[src/rtl/cache_pkg.sv]
// Shared types for the cache writeback path: FSM encoding, block status bits and
// data-array chip enables.
package cache_pkg;

    typedef enum logic [1:0] {
        IDLE  = 2'd0,
        READ  = 2'd1,
        SEND  = 2'd2,
        CLEAN = 2'd3
    } wb_state_t;

    typedef struct packed {
        logic valid;
        logic dirty;
    } status_packet_t;

    typedef struct packed {
        logic valid;
        logic tag;
        logic data;
        logic dirty;
    } data_enable_t;

    localparam status_packet_t STATUS_CLEAN = '{valid: 1'b1, dirty: 1'b0};

    function automatic logic needs_writeback(input status_packet_t s);
        return s.valid & s.dirty;
    endfunction

endpackage

[src/rtl/cache_writeback_ctrl.sv]
// Writes a dirty victim block to memory word by word, then marks the line clean.
// Latency: first beat 2 cycles after evict_i; 2 cycles/word, or 1 cycle/word with CACHE_WB_PREFETCH_EN.
// Backpressure: mem_ready_i low holds the current beat stable; evict_i is ignored while busy_o.
module cache_writeback_ctrl
    import cache_pkg::*;
#(
    parameter int ADDR_WIDTH  = 32,
    parameter int DATA_WIDTH  = 32,
    parameter int BLOCK_WORDS = 4
) (
    input  logic                           clk_i,
    input  logic                           rst_i,
    input  logic                           evict_i,
    input  logic [ADDR_WIDTH-1:0]          evict_address_i,
    input  status_packet_t                 evict_status_i,
    output logic                           busy_o,
    output logic                           done_o,
    output data_enable_t                   cache_enable_o,
    output logic [$clog2(BLOCK_WORDS)-1:0] cache_offset_o,
    output status_packet_t                 cache_status_o,
    input  logic [DATA_WIDTH-1:0]          cache_data_i,
    output logic                           mem_valid_o,
    output logic [ADDR_WIDTH-1:0]          mem_address_o,
    output logic [DATA_WIDTH-1:0]          mem_data_o,
    output logic                           mem_last_o,
    input  logic                           mem_ready_i
);

    localparam int OFF_W      = $clog2(BLOCK_WORDS);
    localparam int BYTE_SHIFT = $clog2(DATA_WIDTH / 8);
    localparam logic [OFF_W-1:0] LAST_OFF = OFF_W'(BLOCK_WORDS - 1);

    wb_state_t             state_q, state_d;
    logic [ADDR_WIDTH-1:0] base_q, base_d;
    logic [OFF_W-1:0]      beat_off_q, beat_off_d;
    logic [OFF_W-1:0]      cache_off_q, cache_off_d;
    logic                  en_data_q, en_data_d;
    logic                  en_dirty_q, en_dirty_d;
    status_packet_t        status_q, status_d;
    logic                  mem_vld_q, mem_vld_d;
    logic [ADDR_WIDTH-1:0] mem_addr_q, mem_addr_d;
    logic [DATA_WIDTH-1:0] mem_dat_q, mem_dat_d;
    logic                  mem_last_q, mem_last_d;
    logic                  busy_q, busy_d;
    logic                  done_q, done_d;
`ifdef CACHE_WB_PREFETCH_EN
    logic                  pf_vld_q, pf_vld_d;
    logic [DATA_WIDTH-1:0] pf_dat_q, pf_dat_d;
`endif

    logic             handshake;
    logic [OFF_W-1:0] nxt_off;

    assign handshake = mem_vld_q & mem_ready_i;
    assign nxt_off   = beat_off_q + OFF_W'(1);

    function automatic logic [ADDR_WIDTH-1:0] beat_addr(input logic [ADDR_WIDTH-1:0] base,
                                                        input logic [OFF_W-1:0]      off);
        return base + (ADDR_WIDTH'(off) << BYTE_SHIFT);
    endfunction

    always_comb begin
        state_d     = state_q;
        base_d      = base_q;
        beat_off_d  = beat_off_q;
        cache_off_d = cache_off_q;
        en_data_d   = en_data_q;
        en_dirty_d  = en_dirty_q;
        status_d    = status_q;
        mem_vld_d   = mem_vld_q;
        mem_addr_d  = mem_addr_q;
        mem_dat_d   = mem_dat_q;
        mem_last_d  = mem_last_q;
        busy_d      = busy_q;
        done_d      = 1'b0;
`ifdef CACHE_WB_PREFETCH_EN
        pf_vld_d    = pf_vld_q;
        pf_dat_d    = pf_dat_q;
`endif
        case (state_q)
            IDLE: begin
                if (evict_i) begin
                    if (needs_writeback(evict_status_i)) begin
                        state_d     = READ;
                        base_d      = evict_address_i;
                        beat_off_d  = '0;
                        cache_off_d = '0;
                        en_data_d   = 1'b1;
                        busy_d      = 1'b1;
                    end else begin
                        done_d = 1'b1;
                    end
                end
            end
            READ: begin
                en_data_d  = 1'b0;
                mem_vld_d  = 1'b1;
                mem_dat_d  = cache_data_i;
                mem_addr_d = beat_addr(base_q, beat_off_q);
                mem_last_d = (beat_off_q == LAST_OFF);
                state_d    = SEND;
`ifdef CACHE_WB_PREFETCH_EN
                // Start fetching the following word while this one is on the bus.
                if (beat_off_q != LAST_OFF) begin
                    en_data_d   = 1'b1;
                    cache_off_d = nxt_off;
                end
`endif
            end
            SEND: begin
                if (handshake) begin
                    if (mem_last_q) begin
                        mem_vld_d  = 1'b0;
                        mem_last_d = 1'b0;
                        beat_off_d = '0;
                        en_dirty_d = 1'b1;
                        status_d   = STATUS_CLEAN;
                        done_d     = 1'b1;
                        state_d    = CLEAN;
                    end else begin
                        beat_off_d = nxt_off;
`ifdef CACHE_WB_PREFETCH_EN
                        if (pf_vld_q || en_data_q) begin
                            mem_dat_d  = pf_vld_q ? pf_dat_q : cache_data_i;
                            mem_addr_d = beat_addr(base_q, nxt_off);
                            mem_last_d = (nxt_off == LAST_OFF);
                            pf_vld_d   = 1'b0;
                            en_data_d  = (nxt_off != LAST_OFF);
                            cache_off_d = nxt_off + OFF_W'(1);
                        end else begin
                            mem_vld_d   = 1'b0;
                            en_data_d   = 1'b1;
                            cache_off_d = nxt_off;
                            state_d     = READ;
                        end
`else
                        mem_vld_d   = 1'b0;
                        en_data_d   = 1'b1;
                        cache_off_d = nxt_off;
                        state_d     = READ;
`endif
                    end
                end
`ifdef CACHE_WB_PREFETCH_EN
                // Stalled with a read in flight: park the word until the bus frees up.
                else if (en_data_q) begin
                    pf_dat_d  = cache_data_i;
                    pf_vld_d  = 1'b1;
                    en_data_d = 1'b0;
                end
`endif
            end
            CLEAN: begin
                en_dirty_d = 1'b0;
                status_d   = '0;
                busy_d     = 1'b0;
                state_d    = IDLE;
            end
            default: state_d = IDLE;
        endcase
    end

    always_ff @(posedge clk_i) begin
        if (rst_i) begin
            state_q     <= IDLE;
            base_q      <= '0;
            beat_off_q  <= '0;
            cache_off_q <= '0;
            en_data_q   <= 1'b0;
            en_dirty_q  <= 1'b0;
            status_q    <= '0;
            mem_vld_q   <= 1'b0;
            mem_addr_q  <= '0;
            mem_dat_q   <= '0;
            mem_last_q  <= 1'b0;
            busy_q      <= 1'b0;
            done_q      <= 1'b0;
`ifdef CACHE_WB_PREFETCH_EN
            pf_vld_q    <= 1'b0;
            pf_dat_q    <= '0;
`endif
        end else begin
            state_q     <= state_d;
            base_q      <= base_d;
            beat_off_q  <= beat_off_d;
            cache_off_q <= cache_off_d;
            en_data_q   <= en_data_d;
            en_dirty_q  <= en_dirty_d;
            status_q    <= status_d;
            mem_vld_q   <= mem_vld_d;
            mem_addr_q  <= mem_addr_d;
            mem_dat_q   <= mem_dat_d;
            mem_last_q  <= mem_last_d;
            busy_q      <= busy_d;
            done_q      <= done_d;
`ifdef CACHE_WB_PREFETCH_EN
            pf_vld_q    <= pf_vld_d;
            pf_dat_q    <= pf_dat_d;
`endif
        end
    end

    always_comb begin
        cache_enable_o       = '0;
        cache_enable_o.data  = en_data_q;
        cache_enable_o.dirty = en_dirty_q;
    end

    assign cache_offset_o = cache_off_q;
    assign cache_status_o = status_q;
    assign busy_o         = busy_q;
    assign done_o         = done_q;
    assign mem_valid_o    = mem_vld_q;
    assign mem_address_o  = mem_addr_q;
    assign mem_data_o     = mem_dat_q;
    assign mem_last_o     = mem_last_q;

endmodule

[config.mk]
export PLATFORM = sky130hd
export DESIGN_NAME = cache_writeback_ctrl
export DESIGN_NICKNAME = d
export VERILOG_FILES = /design/src/rtl/cache_pkg.sv /design/src/rtl/cache_writeback_ctrl.sv
export SDC_FILE = /design/constraint.sdc
export NUM_CORES = 1
export LEC_CHECK = 0
export CAP_MARGIN = 20
export CORE_ASPECT_RATIO = 1.25
export CORE_MARGIN = 5
export CORE_UTILIZATION = 60
export CTS_BUF_LIST = sky130_fd_sc_hd__clkbuf_8
export DETAILED_ROUTE_END_ITERATION = 10
export DONT_BUFFER_PORTS = 1
export GPL_ROUTABILITY_DRIVEN = 0
export PLACE_DENSITY = 0.83
export SLEW_MARGIN = 25
export SYNTH_ARGS = -nofsm -noshare
export SYNTH_HDL_FRONTEND = slang
export SYNTH_SLANG_ARGS = --single-unit
[constraint.sdc]
create_clock -name clk_i -period 2.65 [get_ports clk_i]
set_clock_uncertainty 0.15 [all_clocks]
set_input_delay 0.53 -clock clk_i [delete_from_list [all_inputs] [get_ports clk_i]]
set_output_delay 0.53 -clock clk_i [all_outputs]
set_load 0.05 [all_outputs]
==> results.sh, run 1 <==
export IMPL_irDropWorstVdd_v=0.000331
export IMPL_die_area_mm2=0.00960
export IMPL_totalWireLength_um=10600
export IMPL_worst_slack_ns=0.125
export IMPL_slew_headroom=0.598
export IMPL_io_buffers=0
export IMPL_power_mw=2.86
export IMPL_final_nets=617
export IMPL_synth_avg_cell_area_um2=8.30
export IMPL_slew_viol_final=0
export IMPL_rsz0062_at_grt="false"
export IMPL_fmaxAchievable_ghz=0.396
export IMPL_syn_to_final_growth_pct=4.05
export IMPL_antenna_found_initial=0
export IMPL_grt_pass1_wl_um=16300
export IMPL_firstDrtPassIters=4
export IMPL_grt_max_degree=109
export IMPL_crit_fanout=6
export IMPL_dp_cells=620
export IMPL_crit_path_start_kind="flip-flop"
export IMPL_final_area_mm2=0.00483
export IMPL_drt_initial_drc_count=191
export IMPL_holdCritPathClass="primary input to flip-flop"
export IMPL_min_from="rst_i"
export IMPL_path_clk_slew_ns=0.10
export IMPL_grt_ovfl_total=0
export IMPL_period_minus_slack_ns=2.53
export IMPL_p_leak_nw=1.61
export IMPL_max_stage_delay_ns=0.54
export IMPL_cts_path_max_buffers=2
export IMPL_antenna_left=0
export IMPL_placed_area_mm2=0.00460
export IMPL_dp_slack_ns=0.0377
export IMPL_clk_latency_ns=0.36
export IMPL_cts_root_buf="clkbuf_8"
export IMPL_finalSetupViolations=0
export IMPL_grtUsageTotal=0.212
export IMPL_fin_cells=640
export IMPL_most_common_layout_cells="nand2_1, dfxtp_1, a21oi_1, nor2_1, a211oi_1"
export IMPL_synth_cell_types=50
export IMPL_required_ns=2.77
export IMPL_fp_dieW_um=88.6
export IMPL_hold_end="base_q[1]"
export IMPL_setup_tns_ns=0
export IMPL_ys_seq_area_frac=0.466
export IMPL_vias=3812
export IMPL_cellPowerDensity_mw_per_mm2=592
export IMPL_post_route_period_util=0.953
export IMPL_initial_utilization=0.623
export IMPL_synth_area_mm2=0.00464
export IMPL_clock_sinks=108
export IMPL_yosys_warnings=0
export IMPL_crit_chain="ha_1 > inv_1 > fa_1 > and4b_4 > nand4_4 > or4b_1 > a311oi_1"
export IMPL_outcome="finished clean"
export IMPL_grt_pass1_vias=3498
export IMPL_postLayoutCoreUtil=0.648
export IMPL_ys_ff_latch=108
export IMPL_critPathCaptureType="flip-flop"
export IMPL_ios=146
export IMPL_final_common_cell="nand2_1"
export IMPL_cp_arrival_ns=2.64
export IMPL_nFillCells=627
export IMPL_numCtsBuffers=9
export IMPL_async_flop_share=0
export IMPL_cts_hold_buffers_added=0
export IMPL_wl_per_cell_um=16.6
export IMPL_rows=35
export IMPL_drc=0
export IMPL_coreArea_mm2=0.00744
export IMPL_cts_tree="yes"
export IMPL_cap_viol_max_count=0
export IMPL_hold_viol_final=0
export IMPL_diodes=0
export IMPL_die_y_um=108
export IMPL_synth_ff_type="dfxtp_1"
export IMPL_worstSetupPathType="flip-flop to flip-flop"
export IMPL_drive_gt1_frac=0.0912
export IMPL_reg2reg_setup_slack_ns=0.12
export IMPL_htreeDepth=3
export IMPL_vias_per_cell=5.96
export IMPL_min_path_cells=1
export IMPL_crit_family="simple AND/OR/NAND/NOR gates"
export IMPL_critical_path_buf_inv_count=1
export IMPL_hpwl_um=7650
export IMPL_synthCells=559
export IMPL_rr_startpoint="beat_off_q[0]"
export IMPL_worst_pin_slew_ns=0.603
export IMPL_holdWs_ns=0.0806
export IMPL_synth_edff_count=0
export IMPL_cp_slowest_cell="or4b_1"
export IMPL_regToRegEndpoint="mem_address_o[26]"
export IMPL_r2r_cells=7
cells by family (layout without fill, tap and decap cells):
kind of cell,Yosys count,in the layout,synth area share
AO/OA/AOI/OAI,119,119,0.156
other,1,3,0.000809
XOR/XNOR,11,11,0.0208
AND/OR/NAND/NOR,263,264,0.282
buffers and inverters,53,39,0.0620
flip-flops,108,108,0.466
adder cells (fa/ha/maj),4,4,0.0124
synthesized netlist by cell type (2+ instances only):
library cell,count,area share
nor4_4,4,0.018
and4_1,10,0.019
nor3_1,8,0.0086
nor3b_1,2,0.0032
or4_1,3,0.0049
a31o_2,2,0.0038
nand4_2,2,0.0054
nand4b_1,2,0.0038
buf_6,2,0.0049
ha_1,3,0.0081
nor4_1,7,0.0094
clkbuf_8,5,0.015
nand3b_1,2,0.0032
a21oi_1,76,0.082
nand2_1,150,0.12
xnor2_1,7,0.013
inv_1,9,0.0073
a311oi_1,10,0.019
dfxtp_1,108,0.47
buf_1,3,0.0024
nand4_4,2,0.0092
clkbuf_1,27,0.022
nor2_1,42,0.034
o31ai_1,3,0.0049
nor2b_1,2,0.0027
buf_4,6,0.0097
a211oi_1,18,0.029
o21ai_0,2,0.0022
a21o_1,2,0.0032
nand3_1,8,0.0086
or3_1,2,0.0027
xor2_1,4,0.0076
a311o_1,2,0.0043
nand4_1,6,0.0081
and2_1,3,0.0040
metal layers:
| layer | wire (um) | track usage | up-vias |
|---|---|---|---|
| met4 | 95 | 0.0659 | 0 |
| met3 | 968 | 0.0587 | 13 |
| met2 | 5270 | 0.367 | 138 |
| met5 | 0 | 0 | - |
| li1 | - | - | 1890 |
| met1 | 4270 | 0.250 | 1771 |
worst reg2reg max path: stages, from the launching register on:
cell and delay (ns):
dfxtp_4 0.38, ha_1 0.18, inv_1 0.06, fa_1 0.38
and4b_4 0.37, nand4_4 0.13, or4b_1 0.54, a311oi_1 0.25
state kept, by name, summed over array words and instances (netlist names):
register	cells
busy_o	1
base_q	32
state_q	2
en_dirty_q	1
mem_last_o	1
cache_offset_o	2
en_data_q	1
done_o	1
beat_off_q	2
mem_address_o	32
mem_data_o	32
mem_valid_o	1
cell type report:
| class | instances | area (um^2) | share of cell area |
|---|---|---|---|
| clock buffer | 10 | 138 | 0.0285 |
| timing repair buffer | 14 | 105 | 0.0218 |
| clock inverter | 6 | 41.3 | 0.00856 |
| tap | 92 | 115 | 0.0239 |
| inverter | 9 | 33.8 | 0.00700 |
| multi-input combinational | 401 | 2230 | 0.461 |
| sequential | 108 | 2170 | 0.449 |
report_power, final:
group	leakage [nW]	internal (mW)	switching, mW
Clock	0.0897	0.366	0.540
Combinational	0.641	0.0493	0.0802
Sequential	0.876	1.67	0.153
Total	1.61	2.08	0.773
how the worst max path moves through the flow:
stage                       start  depth (start not counted)                 to
floorplan           beat_off_q[0]                          8  mem_address_o[22]
global placement    beat_off_q[0]                          7  mem_address_o[26]
detailed placement  beat_off_q[0]                          7  mem_address_o[26]
CTS                 beat_off_q[0]                          7  mem_address_o[26]
global route        beat_off_q[0]                          7  mem_address_o[26]
finish              beat_off_q[0]                          7  mem_address_o[26]
timing repair:
item / in CTS / in global routing
gates resized for setup: 0 / 3
buffers inserted: 0 / 3
setup endpoints to repair: 0 / 4
Note: power is estimated with default switching activity, not from simulation.
==> run 2: changes to the inputs <==
--- a/config.mk
+++ b/config.mk
@@ -13,7 +13,7 @@
 export DETAILED_ROUTE_END_ITERATION = 10
 export DONT_BUFFER_PORTS = 1
 export GPL_ROUTABILITY_DRIVEN = 0
-export PLACE_DENSITY = 0.83
+export PLACE_DENSITY = 0.82
 export SLEW_MARGIN = 25
 export SYNTH_ARGS = -nofsm -noshare
 export SYNTH_HDL_FRONTEND = slang
==> results.sh, run 2 (synthesized netlist as in run 1, its figures left out) <==
export IMPL_crit_family="simple AND/OR/NAND/NOR gates"
export IMPL_outcome="finished clean"
export IMPL_most_common_layout_cells="nand2_1, dfxtp_1, a21oi_1, nor2_1, a211oi_1"
export IMPL_dp_slack_ns=0.0447
export IMPL_postLayoutCoreUtil=0.651
export IMPL_holdWs_ns=0.0714
export IMPL_required_ns=2.78
export IMPL_p_leak_nw=1.61
export IMPL_cts_root_buf="clkbuf_8"
export IMPL_rows=35
export IMPL_die_area_mm2=0.00960
export IMPL_irDropWorstVdd_v=0.000309
export IMPL_grt_pass1_wl_um=17100
export IMPL_placed_area_mm2=0.00460
export IMPL_coreArea_mm2=0.00744
export IMPL_totalWireLength_um=10700
export IMPL_diodes=0
export IMPL_worstSetupPathType="flip-flop to flip-flop"
export IMPL_slew_viol_final=0
export IMPL_grt_pass1_vias=3577
export IMPL_cp_slowest_cell="or4b_1"
export IMPL_cts_hold_buffers_added=0
export IMPL_antenna_left=0
export IMPL_drc=0
export IMPL_clk_latency_ns=0.37
export IMPL_dr_wl_met3_um=1010
export IMPL_post_route_period_util=0.959
export IMPL_vias_per_cell=5.97
export IMPL_fin_cells=639
export IMPL_cellPowerDensity_mw_per_mm2=597
export IMPL_drt_met1_wl_um=4230
export IMPL_numCtsBuffers=9
export IMPL_drt_initial_drc_count=170
export IMPL_cp_arrival_ns=2.67
export IMPL_finalSetupViolations=0
export IMPL_cts_path_max_buffers=2
export IMPL_rsz0062_at_grt="false"
export IMPL_slew_headroom=0.604
export IMPL_holdCritPathClass="primary input to flip-flop"
export IMPL_intPower_mw=2.11
export IMPL_crit_chain="ha_1 > inv_1 > fa_1 > and4b_4 > nand4_4 > or4b_1 > a311oi_1"
export IMPL_firstDrtPassIters=4
export IMPL_grt_max_degree=109
export IMPL_crit_path_start_kind="flip-flop"
export IMPL_seqPwrFrac=0.630
export IMPL_hpwl_um=7770
export IMPL_final_nets=616
export IMPL_io_buffers=0
export IMPL_syn_to_final_growth_pct=4.42
export IMPL_die_y_um=108
export IMPL_fmaxAchievable_ghz=0.394
export IMPL_combPwrFrac=0.046
export IMPL_power_mw=2.89
export IMPL_fp_dieW_um=88.6
export IMPL_antenna_found_initial=0
export IMPL_clock_sinks=108
export IMPL_power_switching_uw=778
export IMPL_cts_tree="yes"
export IMPL_final_area_mm2=0.00484
export IMPL_critPathCaptureType="flip-flop"
export IMPL_htreeDepth=3
export IMPL_final_common_cell="nand2_1"
export IMPL_wl_per_cell_um=16.7
export IMPL_ios=146
export IMPL_grtUsageTotal=0.223
export IMPL_hold_viol_final=0
export IMPL_critical_path_buf_inv_count=1
export IMPL_max_stage_delay_ns=0.54
export IMPL_crit_fanout=9
export IMPL_initial_utilization=0.623
export IMPL_drive_gt1_frac=0.0932
export IMPL_worst_pin_slew_ns=0.594
export IMPL_clock_power_share=0.324
export IMPL_route_met2_wl_um=5310
export IMPL_dp_cells=618
export IMPL_setup_tns_ns=0
export IMPL_grt_ovfl_total=0
export IMPL_period_minus_slack_ns=2.54
export IMPL_topRoutingLayerUsed="met4"
export IMPL_swShare=0.269
export IMPL_cap_viol_max_count=0
export IMPL_vias=3818
export IMPL_worst_slack_ns=0.109
export IMPL_path_clk_slew_ns=0.10
## run 2: area by class of cell
cell class                      instances  area [um^2]
Clock inverter                          5         37.5
Multi-Input combinational cell        400         2220
Tap cell                               92          115
Sequential cell                       108         2160
Fill cell                             668         2600
Clock buffer                           11          151
Timing Repair Buffer                   14          118
Inverter                                9         33.8
## run 2: what timing repair did
action	in CTS	in global routing
resized for setup	0	4
buffers inserted	0	5
endpoints found under the setup margin	0	4
endpoints found under the hold margin	0	0
## run 2: power groups by stage
stage                     logic (mW)  clock network (mW)  registers (mW)
after floorplan                0.145                   0            1.84
after global placement         0.125                   0            1.86
after detailed placement       0.131                   0            1.86
after CTS                      0.131               0.963            1.82
after global routing           0.150                1.04            1.83
final                          0.132               0.939            1.82
## run 2: per-layer routing
| layer | GRT usage | vias up |
|---|---|---|
| li1 | - | 1895 |
| met1 | 0.260 | 1780 |
| met2 | 0.381 | 127 |
| met3 | 0.0701 | 16 |
| met4 | 0.0778 | 0 |
| met5 | 0 | - |
## run 2: final timing paths
kind	depth (start not counted)	to	slack (ns)	start
max reg2reg	7	mem_address_o[26]	0.11	base_q[2]
min	1	base_q[6]	0.07	rst_i
min reg2reg	2	base_q[2]	0.32	base_q[2]
max	7	mem_address_o[26]	0.11	base_q[2]
